`src/rtl/interrupt_controller_pkg.sv`:
```
// Shared types and sizes for the 16-source interrupt controller.
package interrupt_controller_pkg;

  localparam int NUM_SRC = 16;
  localparam int ID_W    = 4;

  typedef enum logic [1:0] {
    IDLE = 2'd0,
    REQ  = 2'd1,
    SVC  = 2'd2
  } irq_state_e;

endpackage

```
`src/rtl/prio_find_16.sv`:
```
// Highest-set-bit search over 16 request lines; bit 15 wins.
module prio_find_16
  import interrupt_controller_pkg::*;
(
  input  logic [NUM_SRC-1:0] req_vec,
  output logic [ID_W-1:0]    idx,
  output logic               valid
);

  // Ascending scan so the last (highest) set bit overwrites lower ones.
  always_comb begin
    idx   = '0;
    valid = 1'b0;
    for (int i = 0; i < NUM_SRC; i++) begin
      if (req_vec[i]) begin
        idx   = ID_W'(i);
        valid = 1'b1;
      end
    end
  end

endmodule

```
`src/rtl/interrupt_controller_16.sv`:
```
// 16-source interrupt controller: rising-edge pending capture, fixed priority,
// single request/service handshake with an acknowledge timeout.
module interrupt_controller_16
  import interrupt_controller_pkg::*;
#(
  parameter int ACK_TIMEOUT = 15
) (
  input  logic               clk,
  input  logic               rst_n,
  input  logic [NUM_SRC-1:0] irq_in,
  input  logic               en_wr,
  input  logic [NUM_SRC-1:0] en_data,
  output logic [NUM_SRC-1:0] irq_en,
  output logic [NUM_SRC-1:0] pending,
  output logic               irq_req,
  output logic [ID_W-1:0]    irq_id,
  input  logic               irq_ack,
  input  logic               irq_eoi,
  output logic               in_service,
  output logic               timeout
);

  localparam logic [7:0] CNT_LAST = 8'(ACK_TIMEOUT - 1);

  irq_state_e         state_q, state_d;
  logic [NUM_SRC-1:0] en_q, pend_q, pend_d, prev_q, rise, clr_mask, eff;
  logic [7:0]         cnt_q, cnt_d;
  logic [ID_W-1:0]    id_q, id_d, top_id;
  logic               top_valid, tmo_q, tmo_d;

  assign rise = irq_in & ~prev_q;
  assign eff  = pend_q & en_q;

  prio_find_16 u_prio (
    .req_vec (eff),
    .idx     (top_id),
    .valid   (top_valid)
  );

  always_ff @(posedge clk or negedge rst_n) begin
    if (!rst_n) state_q <= IDLE;
    else        state_q <= state_d;
  end

  // Acknowledge is tested before expiry so a late ack still wins.
  always_comb begin
    state_d  = state_q;
    cnt_d    = cnt_q;
    id_d     = id_q;
    tmo_d    = 1'b0;
    clr_mask = '0;
    case (state_q)
      IDLE: begin
        if (top_valid) begin
          state_d = REQ;
          id_d    = top_id;
          cnt_d   = '0;
        end
      end
      REQ: begin
        if (irq_ack) begin
          clr_mask = {{(NUM_SRC-1){1'b0}}, 1'b1} << id_q;
          state_d  = SVC;
        end else if (cnt_q == CNT_LAST) begin
          tmo_d   = 1'b1;
          state_d = IDLE;
        end else begin
          cnt_d = cnt_q + 8'd1;
        end
      end
      SVC: begin
        if (irq_eoi) state_d = IDLE;
      end
      default: state_d = IDLE;
    endcase
    // A fresh edge on the acknowledged source re-arms it in the same cycle.
    pend_d = (pend_q & ~clr_mask) | rise;
  end

  always_ff @(posedge clk or negedge rst_n) begin
    if (!rst_n) begin
      en_q   <= '0;
      pend_q <= '0;
      prev_q <= '0;
      cnt_q  <= '0;
      id_q   <= '0;
      tmo_q  <= 1'b0;
    end else begin
      if (en_wr) en_q <= en_data;
      pend_q <= pend_d;
      prev_q <= irq_in;
      cnt_q  <= cnt_d;
      id_q   <= id_d;
      tmo_q  <= tmo_d;
    end
  end

  assign irq_en     = en_q;
  assign pending    = pend_q;
  assign irq_req    = (state_q == REQ);
  assign in_service = (state_q == SVC);
  assign irq_id     = id_q;
  assign timeout    = tmo_q;

endmodule
```
`config.mk`:
```
export PLATFORM = sky130hd
export DESIGN_NAME = interrupt_controller_16
export DESIGN_NICKNAME = d
export VERILOG_FILES = /design/src/rtl/interrupt_controller_pkg.sv /design/src/rtl/prio_find_16.sv /design/src/rtl/interrupt_controller_16.sv
export SDC_FILE = /design/constraint.sdc
export NUM_CORES = 1
export LEC_CHECK = 0
export ABC_AREA = 1
export ABC_CLOCK_PERIOD_IN_PS = 3400
export CORE_MARGIN = 5
export CORE_UTILIZATION = 35
export DETAILED_ROUTE_END_ITERATION = 8
export GPL_TIMING_DRIVEN = 0
export HOLD_SLACK_MARGIN = 0.03
export PLACE_DENSITY = 0.71
export SLEW_MARGIN = 20
export SYNTH_ARGS = -nofsm -noshare
export SYNTH_HDL_FRONTEND = slang
export SYNTH_SLANG_ARGS = --single-unit
```
`constraint.sdc`:
```
create_clock -name clk -period 3.4 [get_ports clk]
set_input_delay 0.68 -clock clk [delete_from_list [all_inputs] [get_ports clk]]
set_output_delay 0.68 -clock clk [all_outputs]
set_load 0.1 [all_outputs]
```
=== Yosys cells after proc, flatten, opt, wreduce, memory -nomap -nowiden ===
Cells that the tools add are included.

* Add/sub/neg operators: 1
* Equal/unequal tests: 8
* Shift operators: 1
* Muxes and demuxes: 45
* Bitwise gates (word level): 6
* Reduce and logical (&&, ||, !) cells: 5

{| class="wikitable"
|+ Operator list
! kind !! number
|-
| AND 16 bit || 3
|-
| 2-to-1 mux 16 bit || 2
|-
| 2-to-1 mux 4 bit || 8
|-
| inverter 16 bit || 2
|-
| 2-to-1 mux 8 bit || 3
|-
| 2-to-1 mux 1 bit || 20
|-
| OR 16 bit || 1
|-
| one-hot mux 8 bit (2 select lines) || 1
|-
| << shifter 1 x 4 -> 16 bit (first input constant) || 1
|-
| 2-to-1 mux 2 bit || 6
|-
| 2-to-1 mux 3 bit || 4
|-
| adder 8 x 1 -> 8 bit (second input constant) || 1
|-
| equality test 8 x 4 -> 1 bit (second input constant) || 1
|-
| inequality test 2 bit (second input constant) || 4
|-
| one-hot mux 2 bit (3 select lines) || 1
|-
| AND reduction 4 bit || 1
|-
| inequality test 3 x 1 -> 1 bit (second input constant) || 1
|-
| AND reduction 3 bit || 1
|-
| equality test 2 x 1 -> 1 bit (second input constant) || 1
|-
| equality test 2 bit (second input constant) || 1
|-
| zero test 2 bit || 1
|-
| AND reduction 2 bit || 1
|-
| nonzero test 2 bit || 1
|}

* Flip-flop bits (word level): 63
* Output and inout port bits: 39

=== Depth between registers and ports, before layout ===
* Depth after elaboration: 19
* Depth in mapped cells: 16
* Gate-level depth less buffers: 16

=== Hierarchy ===
A second synthesis with hierarchy kept.

* Cell total of the unflattened synthesis: 309
* Area total of the unflattened synthesis: 2772.7 um^2

{| class="wikitable"
|+ By module, submodules not included
! module !! times used !! cells each !! area an instance (um^2) !! sequential area each (um^2)
|-
| interrupt_controller_16 || 1 || 261 || 2567.5 || 1576.5
|-
| prio_find_16 || 1 || 48 || 205.2 || 0.0
|}

=== Worst setup path after synthesis ===
OpenSTA, ideal clock, no wires.

* Kind: register to register
* Start: register state_q[1]
* End: register pend_q[15], in the netlist pending[15]
* Arrival time: 1.996 ns
* Data required time: 3.268 ns
* Setup slack: 1.272 ns
* Stages on the path, launching flop included: 7
* Buffers on the path: 0
* Cells stage by stage: dfrtp_1 nor2_2 inv_1 nor2_1 nand2_1 o21ai_0 o21ai_0

* Word-level cells in the longest chain between the ends: 5

{| class="wikitable"
|+ Ends and longest elaborated chain
! what !! RTL line !! text
|-
| from (decl) || interrupt_controller_16.sv:25 || <nowiki>irq_state_e state_q, state_d;</nowiki>
|-
| from (signal assigned) || interrupt_controller_16.sv:42 || <nowiki>else state_q <= state_d;</nowiki>
|-
| equality test 2 x 1 -> 1 bit || n/a ||
|-
| net irq_req || interrupt_controller_16.sv:15 || <nowiki>output logic irq_req,</nowiki>
|-
| 2-to-1 mux 16 bit || interrupt_controller_16.sv:52 || <nowiki>case (state_q)</nowiki>
|-
| inverter 16 bit || interrupt_controller_16.sv:77 || <nowiki>pend_d = (pend_q & ~clr_mask) | rise;</nowiki>
|-
| AND 16 bit || interrupt_controller_16.sv:77 ||
|-
| OR 16 bit || interrupt_controller_16.sv:77 ||
|-
| net pend_d[15] || interrupt_controller_16.sv:26 || <nowiki>logic [NUM_SRC-1:0] en_q, pend_q, pend_d, prev_q, rise, clr_mask, eff;</nowiki>
|-
| to (signal assigned) || interrupt_controller_16.sv:90 || <nowiki>pend_q <= pend_d;</nowiki>
|-
| to (decl) || interrupt_controller_16.sv:26 ||
|}

The timed path passes the listed nets, and every way through them passes these cells.
A chain may end at the register's enable or synchronous reset.

=== Worst setup path in the final report ===
* Start: register state_q[1]
* End: output irq_req

* Word-level cells in the longest chain between the ends: 1

{| class="wikitable"
|+ Ends and longest elaborated chain
! what !! RTL line !! text
|-
| equality test 2 x 1 -> 1 bit || interrupt_controller_16.sv:100 || <nowiki>assign irq_req = (state_q == REQ);</nowiki>
|-
| to (decl) || interrupt_controller_16.sv:15 ||
|}

No other way between the ends.

==> reports/results.ini <==
[outcome]
status=finished, final reports clean

[global_route]
antenna_found_initial=0
grt_max_degree=35
grt_usage_pct=14.0
grt_overflow=0
first_global_vias=2110
grt_pass1_wl_mm=10.4

[power_and_ir_drop]
p_leak_nw=1.65
ir_drop_uv=392
power_density_mw_per_mm2=764

[synth]
syn_avg_cell_area_um2=10.3
synthDistinctLibCells=31
post-synth-top-area-cell=dfrtp_1
syn-num-nets=294
synth.yosys.seq_area_share_pct=59.9
ys_top_cells_by_area=dfrtp_1 (60%), o21ai_0 (7.0%), mux2_2 (6.8%), nand2_1 (5.4%), inv_1 (4.6%)
synth_area_mm2=0.00263
ys_warn_count=0
ys_ff_latch=63
synth_top_area_share_pct=59.9
synthCells=255

[sta]
slew_headroom_pct=32.5
finalHoldViolCount=0
tns_ps=0
rsz0062_at_grt=false
period_share_pct=82.5
setup_viol=0
fin_ws_ps=596
fin_skew_ps=5.42
fmax_ghz=0.357
worstMarginPinSlew_ps=1010
maxSlewViolCount=0
period_needed_ps=2800

[cts]
post_cts_buffers=0
clock_latency_ps=330
cts.sinks=63
cts_made_buffers=9
hold_buffers=0
tritoncts=yes
ctsResizeCount=0
cts_max_level=3
cts_max_path_buffers=2
clk_pin_slew_ps=70
root_buffer=clkbuf_8

[placement]
io_buffers=74
placed_cell_area_mm2=0.00352
dp_cells=429
post-dp-hpwl_mm=4.93
preCtsSetupSlack_ps=940
place_congestion=0.772

[drt]
vias=2080
wl_per_cell_um=14.0
via_per_inst=4.67
drtIter0Drc=84
drt-total-wl_mm=6.24
dr.pass1.iters=4
antenna_left=0
drc=0

[layout]
fin_util_pct=51.3
fin_nets=380
area_growth_pct=42.1
layoutNonFillerInstCount=445
drive_above_1_share_pct=17.6
diodes=0
design_area_mm2=0.00374

[setup_path]
path_max_fanout=3
end_kind=primary output
cp.required_ps=2720
path_class=flop to primary output
worst_ep_arrival_time_ps=2120
startpoint_type=flop

[floorplan]
row_count=31
die-height_um=96.7
coreArea_mm2=0.00729
die_w_um=96.7
ios=76
dieArea_mm2=0.00936
start_util_pct=36.1

[flow_run]
cap_violations=0

[hold_path]
hp-class=input pin to async pin

## placed cells by master, fill, tap and decap left out, drive strengths merged
cell / n
buf: 4
a22oi: 1
clkbuf: 15
clkdlybuf4s50: 73
nand4: 1
inv: 34
bufinv: 1
ha: 2
mux2: 16
nand3: 12
nor3: 3
o22ai: 2
o21bai: 1
nand2: 51
a21oi: 6
nor2: 14
dfrtp: 63
clkinv: 2
o21ai: 41
nor4: 1
a31oi: 3
## per-layer routing
metal	vias up	track usage [%]	part of all wire [%]	routed length (um)
li1	1020	-	-	-
met3	5	6.12	6.6	409
met2	59	23.3	49	3080
met5	-	0	0	0
met1	996	16.6	43	2700
met4	0	3.56	0.87	54
## path summary, 6_finish.rpt
kind	startpoint	to	slack, ps	depth (start not counted)
setup reg to reg	cnt_q[0]	cnt_q[6]	1780	12
hold / removal	rst_n	irq_en[0]	280	1
min in group clk	prev_q[11]	pending[11]	420	1
hold reg to reg	prev_q[11]	pending[11]	420	1
max in group asynchronous	rst_n	prev_q[14]	2620	2
setup / recovery	state_q[1]	irq_req	600	2
## sequential cells by signal, indices dropped and copies added, names as in the netlist
register / flops
irq_en: 16
pending: 16
prev_q: 16
cnt_q: 8
irq_id: 4
state_q: 2
timeout: 1
## final cells by class
type / instances / area [um^2]
fill: 707 / 3550
sequential: 63 / 1580
multi-input combinational: 154 / 908
timing repair buffer: 75 / 758
clock buffer: 14 / 193
inverter: 35 / 133
tap: 99 / 124
clock inverter: 2 / 35.0
buffer: 3 / 16.3
## synth_stat cells
| cell | n |
|---|---|
| nand2_2 | 12 |
| o21ai_1 | 3 |
| nor2_1 | 10 |
| o21ai_0 | 37 |
| nor2_4 | 1 |
| buf_4 | 1 |
| a22oi_1 | 1 |
| a31oi_1 | 3 |
| nand2_4 | 1 |
| nand3_1 | 10 |
| nor4_1 | 1 |
| nand2_1 | 38 |
| nand3_2 | 1 |
| clkbuf_1 | 1 |
| a21oi_2 | 1 |
| nor3_2 | 1 |
| a21oi_1 | 5 |
| inv_2 | 2 |
| o22ai_1 | 2 |
| clkinv_2 | 1 |
| nor3_1 | 2 |
| nand4_1 | 1 |
| nor2_2 | 3 |
| nand3_4 | 1 |
| o21bai_1 | 1 |
| mux2_2 | 16 |
| dfrtp_1 | 63 |
| inv_1 | 32 |
| ha_1 | 2 |
| o21ai_4 | 1 |
| buf_2 | 1 |
## power by group
part           leakage (nW)  switching, W  internal (W)
logic                 0.828      0.000905      0.000304
registers             0.707     0.0000948      0.000851
clock network         0.119      0.000268      0.000438
total                  1.65       0.00127       0.00159
## logic make-up after synthesis
group	Yosys count	share of synthesized area (%)
simple gates	82	15.4
buf+inv	38	5.65
flops	63	59.9
compound gates	54	11.3
fa+ha+maj	2	0.950
mux	16	6.84
## critical path, cell delays in order (launching register included)
cell and delay, ps:
dfrtp_1 410, nor2_2 210, clkdlybuf4s50_1 1180
## metrics by stage
step	power (W)	hold slack, ps
floorplan	0.00183	384
global placement	0.00215	403
detailed placement	0.00218	410
CTS	0.00289	279
global route	0.00301	292
finish	0.00286	280
Power figures use the tool's default switching activity.
